**config.mk**
```make
export PLATFORM = sky130hd
export DESIGN_NAME = canvas_draw_ctrl
export DESIGN_NICKNAME = d
export VERILOG_FILES = /design/src/rtl/canvas_pkg.sv /design/src/rtl/step_timer.sv /design/src/rtl/canvas_draw_ctrl.sv
export SDC_FILE = /design/constraint.sdc
export NUM_CORES = 1
export LEC_CHECK = 0
export ABC_AREA = 1
export CORE_MARGIN = 2
export CORE_UTILIZATION = 50
export CTS_BUF_LIST = sky130_fd_sc_hd__clkbuf_16
export CTS_CLUSTER_SIZE = 40
export DETAILED_ROUTE_END_ITERATION = 10
export PLACE_DENSITY_LB_ADDON = 0.3
export SLEW_MARGIN = 20
export SYNTH_ARGS = -nofsm -noshare
export SYNTH_HDL_FRONTEND = slang
export SYNTH_SLANG_ARGS = --single-unit
```
**constraint.sdc**
```tcl
create_clock -name clk -period 3.8 [get_ports clk]
set_clock_uncertainty 0.1 [all_clocks]
set_input_delay 0.76 -clock clk [delete_from_list [all_inputs] [get_ports clk]]
set_output_delay 0.76 -clock clk [all_outputs]
set_load 0.1 [all_outputs]
```
**src/rtl/canvas_pkg.sv**
```systemverilog
`default_nettype none
// ============================================================================
// Module      : canvas_pkg
// Description : Shared canvas constants, colour palette and draw-FSM state
//               type. Used by the draw controller, the frame-buffer RAM
//               instantiation and the VGA reader.
// Revision    : 1.0 - initial release
// ============================================================================
package canvas_pkg;

    localparam int X_BITS    = 8;
    localparam int Y_BITS    = 8;
    localparam int ADDR_SIZE = X_BITS + Y_BITS;
    localparam int DATA_SIZE = 3;

    // Palette, one bit per RGB primary
    localparam logic [DATA_SIZE-1:0] COLOR_BLACK   = 3'b000;
    localparam logic [DATA_SIZE-1:0] COLOR_BLUE    = 3'b001;
    localparam logic [DATA_SIZE-1:0] COLOR_GREEN   = 3'b010;
    localparam logic [DATA_SIZE-1:0] COLOR_CYAN    = 3'b011;
    localparam logic [DATA_SIZE-1:0] COLOR_RED     = 3'b100;
    localparam logic [DATA_SIZE-1:0] COLOR_MAGENTA = 3'b101;
    localparam logic [DATA_SIZE-1:0] COLOR_YELLOW  = 3'b110;
    localparam logic [DATA_SIZE-1:0] COLOR_WHITE   = 3'b111;

    localparam logic [DATA_SIZE-1:0] BG_COLOR = COLOR_BLACK;

    typedef enum logic [1:0] {
        IDLE  = 2'd0,
        DRAW  = 2'd1,
        CLEAR = 2'd2
    } draw_state_e;

endpackage
`default_nettype wire

```
**src/rtl/step_timer.sv**
```systemverilog
`default_nettype none
// ============================================================================
// Module      : step_timer
// Description : Converts a held level into rate-limited step pulses. The
//               first pulse comes on the first enabled held cycle, then one
//               every MOVE_DIV cycles while the level stays high.
// Revision    : 1.0 - initial release
// ============================================================================
module step_timer #(
    parameter int MOVE_DIV = 1_000_000
) (
    input  logic clk,
    input  logic reset,
    input  logic en_i,
    input  logic held_i,
    output logic step_o
);

    localparam int              CNT_W   = (MOVE_DIV > 1) ? $clog2(MOVE_DIV) : 1;
    localparam logic [CNT_W-1:0] CNT_MAX = CNT_W'(MOVE_DIV - 1);

    logic [CNT_W-1:0] cnt_q;
    logic [CNT_W-1:0] cnt_d;

    // Count 0..MOVE_DIV-1 while held and enabled, otherwise park at zero
    always_comb begin
        cnt_d = '0;
        if (en_i && held_i) begin
            cnt_d = (cnt_q == CNT_MAX) ? '0 : cnt_q + 1'b1;
        end
    end

    // Counter register
    always_ff @(posedge clk or posedge reset) begin
        if (reset) begin
            cnt_q <= '0;
        end else begin
            cnt_q <= cnt_d;
        end
    end

    assign step_o = en_i && held_i && (cnt_q == '0);

endmodule
`default_nettype wire

```
**src/rtl/canvas_draw_ctrl.sv**
```systemverilog
`default_nettype none
// ============================================================================
// Module      : canvas_draw_ctrl
// Description : Port-A write driver for the frame-buffer RAM. Walks a cursor
//               from held direction buttons, stamps the ink colour under the
//               cursor while the pen is down, and sweeps a full clear.
// Revision    : 1.0 - initial release
// ============================================================================
module canvas_draw_ctrl #(
    parameter int                              X_BITS    = canvas_pkg::X_BITS,
    parameter int                              Y_BITS    = canvas_pkg::Y_BITS,
    parameter int                              DATA_SIZE = canvas_pkg::DATA_SIZE,
    parameter int                              MOVE_DIV  = 1_000_000,
    parameter logic [DATA_SIZE-1:0]            BG_COLOR  = canvas_pkg::BG_COLOR,
    parameter int                              X_INIT    = 128,
    parameter int                              Y_INIT    = 128
) (
    input  logic                        clk,
    input  logic                        reset,
    input  logic                        btn_up,
    input  logic                        btn_down,
    input  logic                        btn_left,
    input  logic                        btn_right,
    input  logic                        pen_down,
    input  logic [DATA_SIZE-1:0]        color_sel,
    input  logic                        clear_req,
    output logic                        we,
    output logic [X_BITS+Y_BITS-1:0]    addr_a,
    output logic [DATA_SIZE-1:0]        din_a,
    output logic [X_BITS-1:0]           cursor_x,
    output logic [Y_BITS-1:0]           cursor_y,
    output logic                        busy
);

    import canvas_pkg::*;

    localparam int                  ADDR_W    = X_BITS + Y_BITS;
    localparam logic [X_BITS-1:0]   X_MAX     = '1;
    localparam logic [Y_BITS-1:0]   Y_MAX     = '1;
    // Sweep counter is one bit wider so reaching 2**ADDR_W is visible
    localparam logic [ADDR_W:0]     SWEEP_END = {1'b1, {ADDR_W{1'b0}}};

    draw_state_e            state_q, state_d;
    logic [X_BITS-1:0]      x_q, x_d;
    logic [Y_BITS-1:0]      y_q, y_d;
    logic                   pen_q, pen_d;
    // Events arriving during the DRAW pulse are replayed on the next IDLE cycle
    logic                   pstep_q, pstep_d;
    logic                   pstamp_q, pstamp_d;
    logic                   pclr_q, pclr_d;
    logic                   we_q, we_d;
    logic [ADDR_W-1:0]      addr_q, addr_d;
    logic [DATA_SIZE-1:0]   din_q, din_d;
    logic                   busy_q, busy_d;
    logic [ADDR_W:0]        sweep_q, sweep_d;

    logic                   w_any_btn;
    logic                   w_go_clear;
    logic                   w_timer_en;
    logic                   w_step;
    logic                   w_pen_rise;
    logic                   w_do_step;
    logic                   w_do_stamp;

    assign w_any_btn  = btn_up | btn_down | btn_left | btn_right;
    assign w_go_clear = (state_q == IDLE) && (clear_req || pclr_q);
    // Timer is held at zero through the sweep and on the cycle a clear starts
    assign w_timer_en = (state_q != CLEAR) && !w_go_clear;
    assign w_pen_rise = pen_down && !pen_q;

    step_timer #(
        .MOVE_DIV (MOVE_DIV)
    ) u_step_timer (
        .clk    (clk),
        .reset  (reset),
        .en_i   (w_timer_en),
        .held_i (w_any_btn),
        .step_o (w_step)
    );

    // Next-state, cursor update and write-port outputs
    always_comb begin
        state_d    = state_q;
        x_d        = x_q;
        y_d        = y_q;
        pen_d      = pen_q;
        pstep_d    = pstep_q;
        pstamp_d   = pstamp_q;
        pclr_d     = pclr_q;
        we_d       = 1'b0;
        addr_d     = addr_q;
        din_d      = din_q;
        busy_d     = busy_q;
        sweep_d    = sweep_q;
        w_do_step  = 1'b0;
        w_do_stamp = 1'b0;

        case (state_q)
            IDLE: begin
                pen_d    = pen_down;
                pstep_d  = 1'b0;
                pstamp_d = 1'b0;
                pclr_d   = 1'b0;
                if (w_go_clear) begin
                    // Clear wins over any coincident step or stamp
                    state_d = CLEAR;
                    we_d    = 1'b1;
                    busy_d  = 1'b1;
                    addr_d  = '0;
                    din_d   = BG_COLOR;
                    sweep_d = {{ADDR_W{1'b0}}, 1'b1};
                end else begin
                    w_do_step  = w_step || pstep_q;
                    w_do_stamp = w_pen_rise || pstamp_q;
                    if (w_do_step) begin
                        if (btn_right && !btn_left && (x_q != X_MAX)) begin
                            x_d = x_q + 1'b1;
                        end else if (btn_left && !btn_right && (x_q != '0)) begin
                            x_d = x_q - 1'b1;
                        end
                        if (btn_down && !btn_up && (y_q != Y_MAX)) begin
                            y_d = y_q + 1'b1;
                        end else if (btn_up && !btn_down && (y_q != '0)) begin
                            y_d = y_q - 1'b1;
                        end
                    end
                    if ((w_do_step && pen_down) || w_do_stamp) begin
                        state_d = DRAW;
                    end
                end
            end

            DRAW: begin
                // Cursor already holds the new position; stamp it now
                state_d  = IDLE;
                we_d     = 1'b1;
                addr_d   = {y_q, x_q};
                din_d    = color_sel;
                pen_d    = pen_down;
                pstep_d  = w_step;
                pstamp_d = w_pen_rise;
                pclr_d   = clear_req;
            end

            CLEAR: begin
                if (sweep_q == SWEEP_END) begin
                    state_d = IDLE;
                    busy_d  = 1'b0;
                    // Re-sample so a pen held through the sweep does not stamp
                    pen_d   = pen_down;
                end else begin
                    we_d    = 1'b1;
                    addr_d  = sweep_q[ADDR_W-1:0];
                    sweep_d = sweep_q + 1'b1;
                end
            end

            default: begin
                state_d = IDLE;
            end
        endcase
    end

    // State and output registers
    always_ff @(posedge clk or posedge reset) begin
        if (reset) begin
            state_q  <= IDLE;
            x_q      <= X_BITS'(X_INIT);
            y_q      <= Y_BITS'(Y_INIT);
            pen_q    <= 1'b0;
            pstep_q  <= 1'b0;
            pstamp_q <= 1'b0;
            pclr_q   <= 1'b0;
            we_q     <= 1'b0;
            addr_q   <= '0;
            din_q    <= '0;
            busy_q   <= 1'b0;
            sweep_q  <= '0;
        end else begin
            state_q  <= state_d;
            x_q      <= x_d;
            y_q      <= y_d;
            pen_q    <= pen_d;
            pstep_q  <= pstep_d;
            pstamp_q <= pstamp_d;
            pclr_q   <= pclr_d;
            we_q     <= we_d;
            addr_q   <= addr_d;
            din_q    <= din_d;
            busy_q   <= busy_d;
            sweep_q  <= sweep_d;
        end
    end

    assign we       = we_q;
    assign addr_a   = addr_q;
    assign din_a    = din_q;
    assign cursor_x = x_q;
    assign cursor_y = y_q;
    assign busy     = busy_q;

endmodule
`default_nettype wire

```
# Word-level counts from Yosys, hierarchy flattened
# Cells that the tools add are included.
[word_totals] regBits=80 inputBits=11
[classes] add_sub_neg=6 n_eq_ne=11 muxes=29 bitwise=4 reduce_logical=43
[ops] operator="16-bit case mux with 3 select lines" count=1
[ops] operator="20-bit 2-to-1 mux" count=2
[ops] operator="17-bit 2-to-1 mux" count=2
[ops] operator="17-bit case mux with 2 select lines" count=1
[ops] operator="16-bit 2-to-1 mux" count=2
[ops] operator="8-bit 2-to-1 mux" count=4
[ops] operator="20-bit by 1-bit adder with 20-bit output, second input constant" count=1
[ops] operator="20-bit equality test, second input constant" count=1
[ops] operator="20-bit logical NOT" count=1
[ops] operator="17-bit by 1-bit adder with 17-bit output, second input constant" count=1
[ops] operator="17-bit equality test, second input constant" count=1
[ops] operator="8-bit by 1-bit adder with 8-bit output, second input constant" count=2
[ops] operator="8-bit inequality test, second input constant" count=2
[ops] operator="8-bit nonzero test" count=2
[ops] operator="8-bit by 1-bit subtractor with 8-bit output, second input constant" count=2
[ops] operator="1-bit logical AND" count=14
[ops] operator="1-bit case mux with 2 select lines" count=5
[ops] operator="2-bit nonzero test" count=5
[ops] operator="3-bit AND reduction" count=3
[ops] operator="2-bit inequality test, second input constant" count=4
[ops] operator="4-bit AND reduction" count=2
[ops] operator="1-bit logical NOT" count=6
[ops] operator="2-bit 2-to-1 mux" count=3
[ops] operator="3-bit case mux with 2 select lines" count=1
[ops] operator="other kinds (14)" count=25

# Longest topological paths before layout
[depth] word_depth=12 depth_mapped=13 mapped_depth_nobuf=13

# Hierarchy
# From an unflattened synthesis, not the netlist that was laid out.
[unflattened] cells_unflattened=726 area_unflattened_um2=5225.0
[by_module_without_submodules] mod="canvas_draw_ctrl" instances=1 cells_each=560 area_per_inst_um2=4006.3 seq_area_each_um2=1503.9
[by_module_without_submodules] mod="step_timer" instances=1 cells_each=166 area_per_inst_um2=1218.7 seq_area_each_um2=500.5

# Least setup slack after synthesis
# OpenSTA, ideal clock, no wires.
[synth_path] path_type="register -> register" start="reg y_q[1], in the netlist cursor_y[1]" end="reg y_q[5], in the netlist cursor_y[5]" setup_time_ns=0.123 arrival_ns=2.557 required_ns=3.577 slack_ns=1.020 stages_incl_launch_ff=12 n_path_buf=0 synth_period_minus_slack_ns=2.780 path_cell_list="dfrtp_1 inv_1 nor3_1 nand2_1 nand2_1 ha_1 nand3_1 nand3_1 nand3_1 nand2_1 xnor2_1 o21ai_2"
[synth_between] elab_chain_len=4 word_cells_on_any_way=10
[synth_rtl] element="start: declaration" line_no="canvas_draw_ctrl.sv:45" source="logic [Y_BITS-1:0] y_q, y_d;"
[synth_rtl] element="start signal: assignment" line_no="canvas_draw_ctrl.sv:169" source="y_q <= Y_BITS'(Y_INIT);"
[synth_rtl] element="start signal: assignment" line_no="canvas_draw_ctrl.sv:182" source="y_q <= y_d;"
[synth_rtl] element="branches (longest 4 deep; another with 8-bit by 1-bit subtractor with 8-bit output)"
# Several ways; the timed one is not identified. The select of a mux whose other input is x is not followed.
# A chain may end at the register's enable or synchronous reset.

# Worst setup path after layout
[layout_path] start="reg y_q[7], in the netlist cursor_y[7]" end="out cursor_y[7]"
[layout_rtl] element="end: declaration" line_no="canvas_draw_ctrl.sv:31" source="output logic [Y_BITS-1:0] cursor_y,"
# No word-level cell between the ends.

==> impl_metrics.py <==
metrics = {
    "status": {
        "status": "completed",
    },
    "synth": {
        "synth-seq-cells": 80,
        "synthCells": 648,
        "seq_area_frac_synth_pct": 38.85,
        "synth-warning-count": 0,
        "syn_area_per_cell_um2": 7.963,
        "synth_nets": 681,
        "synth_cell_type_count": 44,
        "synth_area_um2": 5160,
    },
    "cts": {
        "cts_setup_buffers": 0,
        "cts_tree": "done",
        "cts_buffer_depth": 2,
        "cts.root.buffer_cell": "clkbuf_16",
        "htreeDepth": 3,
        "clock_latency_ns": 0.34,
        "postCtsHoldBufs": 0,
        "cts_buffers": 9,
        "path_clk_slew_ns": 0.06,
        "cts.sinks": 80,
        "cts_resized": 0,
    },
    "die": {
        "io_pins": 48,
        "die_x_um": 105.6,
        "dieArea_um2": 11150,
        "rows": 37,
        "initial_core_util_pct": 50.66,
        "dieHeight_um": 105.6,
        "core_area_um2": 10180,
    },
    "placement": {
        "numPortBuffers": 47,
        "place.gp.congestion": 0.9807,
        "dpl.hpwl_um": 8811,
    },
    "finish": {
        "nFillCells": 950,
        "antenna_cells": 0,
        "multiInputGateArea_um2": 2674,
        "nets": 728,
        "regArea_um2": 2004,
        "areaGrowthSynthToFinish_pct": 16.73,
        "layout-drive-gt1-share_pct": 13.57,
    },
    "routing": {
        "detail_route.wl_per_cell_um": 14.60,
        "drt_iter0_markers": 266,
        "drt-total-wl_um": 12210,
        "vias": 4521,
        "viasPerCell": 5.408,
        "first_pass_iters": 7,
        "postRouteAntennaNets": 0,
        "route.detailed.drc": 0,
    },
    "grt": {
        "grt_max_degree": 44,
        "grt_pass1_vias": 4602,
        "grt_pass1_wl_um": 21220,
        "antenna_found_initial": 0,
        "gr-total-overflow": 0,
        "grtUsageTotal_pct": 23.47,
    },
    "timing": {
        "setup_tns_ns": 0,
        "timing.final.crit_share_pct": 76.79,
        "rsz0062_at_grt": "no",
        "slew_headroom_pct": 33.82,
        "hold_viol": 0,
        "post-route-min-period_ns": 2.918,
        "max_slew.worst_pin.slew_ns": 0.9896,
        "final-setup-viol-count": 0,
        "whs_ns": 0.3919,
        "fmax_mhz": 342.7,
        "maxSlewViolCount": 0,
    },
    "setup_path": {
        "cpLargestDelayFamily": "buffers and inverters",
        "cp.arrival_ns": 2.06,
        "slowest_delay_ns": 1.14,
        "worstSetupEndpointType": "output pin",
        "cp-start-kind": "flop",
        "rr_worst_depth": 10,
        "reg2reg_from": "state_q[0]$_DFFE_PP0P_",
        "r2r_end": "cursor_x[0]$_DFFE_PP0P_",
        "cp_cell_sequence": "clkdlybuf4s50_1",
        "crit_fanout": 5,
        "critPathBufInv": 1,
        "cp.required_ns": 2.94,
        "r2r_slack_ns": 1.21,
        "critPathKind": "reg2out",
        "cp.depth": 1,
        "endpoint": "cursor_y[7]",
        "crit_path_start": "cursor_y[7]$_DFFE_PP1P_",
        "critPathSlowestCell": "clkdlybuf4s50_1",
    },
    "pwr": {
        "power.share.sequential_pct": 48.0,
        "power.density_nw_per_um2": 295.0,
        "power_frac_clock_pct": 47.0,
        "combPwrFrac_pct": 5.0,
        "power.switching_mw": 0.3934,
        "swShare_pct": 22.14,
        "p_int_mw": 1.383,
        "leakage_nw": 2.637,
        "vdd_drop_max_uv": 160.1,
    },
    "min_path": {
        "hold_path.class": "reg2reg",
    },
    "flow_run": {
        "maxCapViolCount": 0,
    },
}
==> Yosys cell counts <==
cell / number / area, µm²
o31ai_1: 2 / 15.01
nand3_4: 1 / 17.52
clkbuf_1: 3 / 11.26
nor4_1: 3 / 18.77
nand2_1: 113 / 424.2
a21oi_1: 12 / 60.06
nand2_2: 12 / 75.07
inv_1: 85 / 319.1
a32o_1: 1 / 10.01
o21ai_1: 17 / 85.08
nor3b_1: 1 / 7.510
buf_6: 3 / 33.78
inv_4: 2 / 12.51
clkinv_1: 1 / 3.750
inv_2: 16 / 60.06
nor2_1: 42 / 157.7
o22ai_1: 17 / 106.4
nand3b_1: 1 / 7.510
buf_2: 3 / 15.01
buf_4: 3 / 22.52
a31oi_1: 5 / 31.28
a211oi_1: 1 / 7.510
dfrtp_1: 78 / 1952
buf_1: 1 / 3.750
o21ai_0: 14 / 70.07
nor2_2: 3 / 18.77
o21bai_1: 3 / 22.52
nand4_1: 26 / 162.7
o211ai_1: 2 / 15.01
dfstp_2: 2 / 52.55
xor2_1: 15 / 131.4
nand3_1: 59 / 295.3
xnor2_1: 9 / 78.83
nor2_4: 3 / 33.78
nor3_2: 6 / 60.06
nand3_2: 5 / 50.05
ha_1: 20 / 250.2
nor3_1: 26 / 130.1
nand2_4: 3 / 33.78
or2_2: 2 / 12.51
nor2_8: 1 / 20.02
fa_1: 2 / 40.04
a21oi_4: 2 / 32.53
o21ai_2: 22 / 192.7
==> how the worst min path moves through the flow <==
| stage | from | endpoint | cells past startpoint |
|---|---|---|---|
| final | u_step_timer.cnt_q[0]$_DFF_PP0_ | u_step_timer.cnt_q[0]$_DFF_PP0_ | 1 |
| after floorplan | u_step_timer.cnt_q[0]$_DFF_PP0_ | u_step_timer.cnt_q[0]$_DFF_PP0_ | 1 |
| after CTS | u_step_timer.cnt_q[0]$_DFF_PP0_ | u_step_timer.cnt_q[0]$_DFF_PP0_ | 1 |
| after global routing | cursor_x[7]$_DFFE_PP1P_ | cursor_x[7]$_DFFE_PP1P_ | 2 |
| after detailed placement | u_step_timer.cnt_q[0]$_DFF_PP0_ | u_step_timer.cnt_q[0]$_DFF_PP0_ | 1 |
| after global placement | u_step_timer.cnt_q[0]$_DFF_PP0_ | u_step_timer.cnt_q[0]$_DFF_PP0_ | 1 |
==> metal layers <==
layer  part of all wire (%)  up-vias  GRT usage [%]
met3                    3.6       18          4.329
li1                       -     2253              -
met4                    2.1        0          10.43
met5                      0        -              0
met1                     45     2154          29.48
met2                     49       96          39.45
==> cells by family (layout without fill, tap and decap cells) <==
| logic type | count (synthesis) | count (layout) | share of synthesized area (%) |
|---|---|---|---|
| compound gates | 98 | 98 | 12.56 |
| simple gates | 307 | 307 | 29.56 |
| flops | 80 | 80 | 38.85 |
| fa+ha+maj | 22 | 22 | 5.626 |
| xor+xnor | 24 | 24 | 4.074 |
| buf+inv | 117 | 169 | 9.335 |
==> power groups by stage <==
stage / combinational [mW] / clock [mW] / sequential, mW
after detailed placement: 0.0912 / 0 / 0.868
after floorplan: 0.0624 / 0 / 0.868
final: 0.0895 / 0.835 / 0.853
after global placement: 0.0887 / 0 / 0.868
after global routing: 0.102 / 0.885 / 0.852
after CTS: 0.0915 / 0.844 / 0.853
==> cell type report <==
class	instances	area share, %
clock inverters	7	0.9140
repair buffers	49	8.268
clock buffers	9	3.739
multi-input cells	451	44.39
flip-flops and latches	80	33.28
well taps	136	2.825
inverters	104	6.585
==> through the flow <==
stage	instance area [µm²]	cells	setup WS, ns	total power, mW	util, %
after floorplan	5160	648	0.8916	0.9306	-
after global placement	5743	820	0.9151	0.9568	56.39
after detailed placement	5743	820	0.8214	0.9594	56.39
after CTS	6023	836	0.8836	1.789	59.14
after global routing	6023	836	0.8536	1.839	59.14
final	6023	836	0.8821	1.777	59.14
==> state kept, by name, indices dropped and copies added (netlist names) <==
name,cells
addr_a,16
busy,1
cursor_x,8
cursor_y,8
din_a,3
pclr_q,1
pen_q,1
pstamp_q,1
pstep_q,1
state_q,2
sweep_q,17
u_step_timer.cnt_q,20
we,1
==> layout by cell type (no fill, tap or decap), drive strengths merged, types with 17 or more instances in the layout <==
| cell | instances |
|---|---|
| nand2 | 128 |
| inv | 104 |
| dfrtp | 78 |
| nand3 | 65 |
| o21ai | 53 |
| nor2 | 49 |
| clkdlybuf4s50 | 47 |
| nor3 | 32 |
| nand4 | 26 |
| ha | 20 |
| o22ai | 17 |
Power figures use the tool's default switching activity.
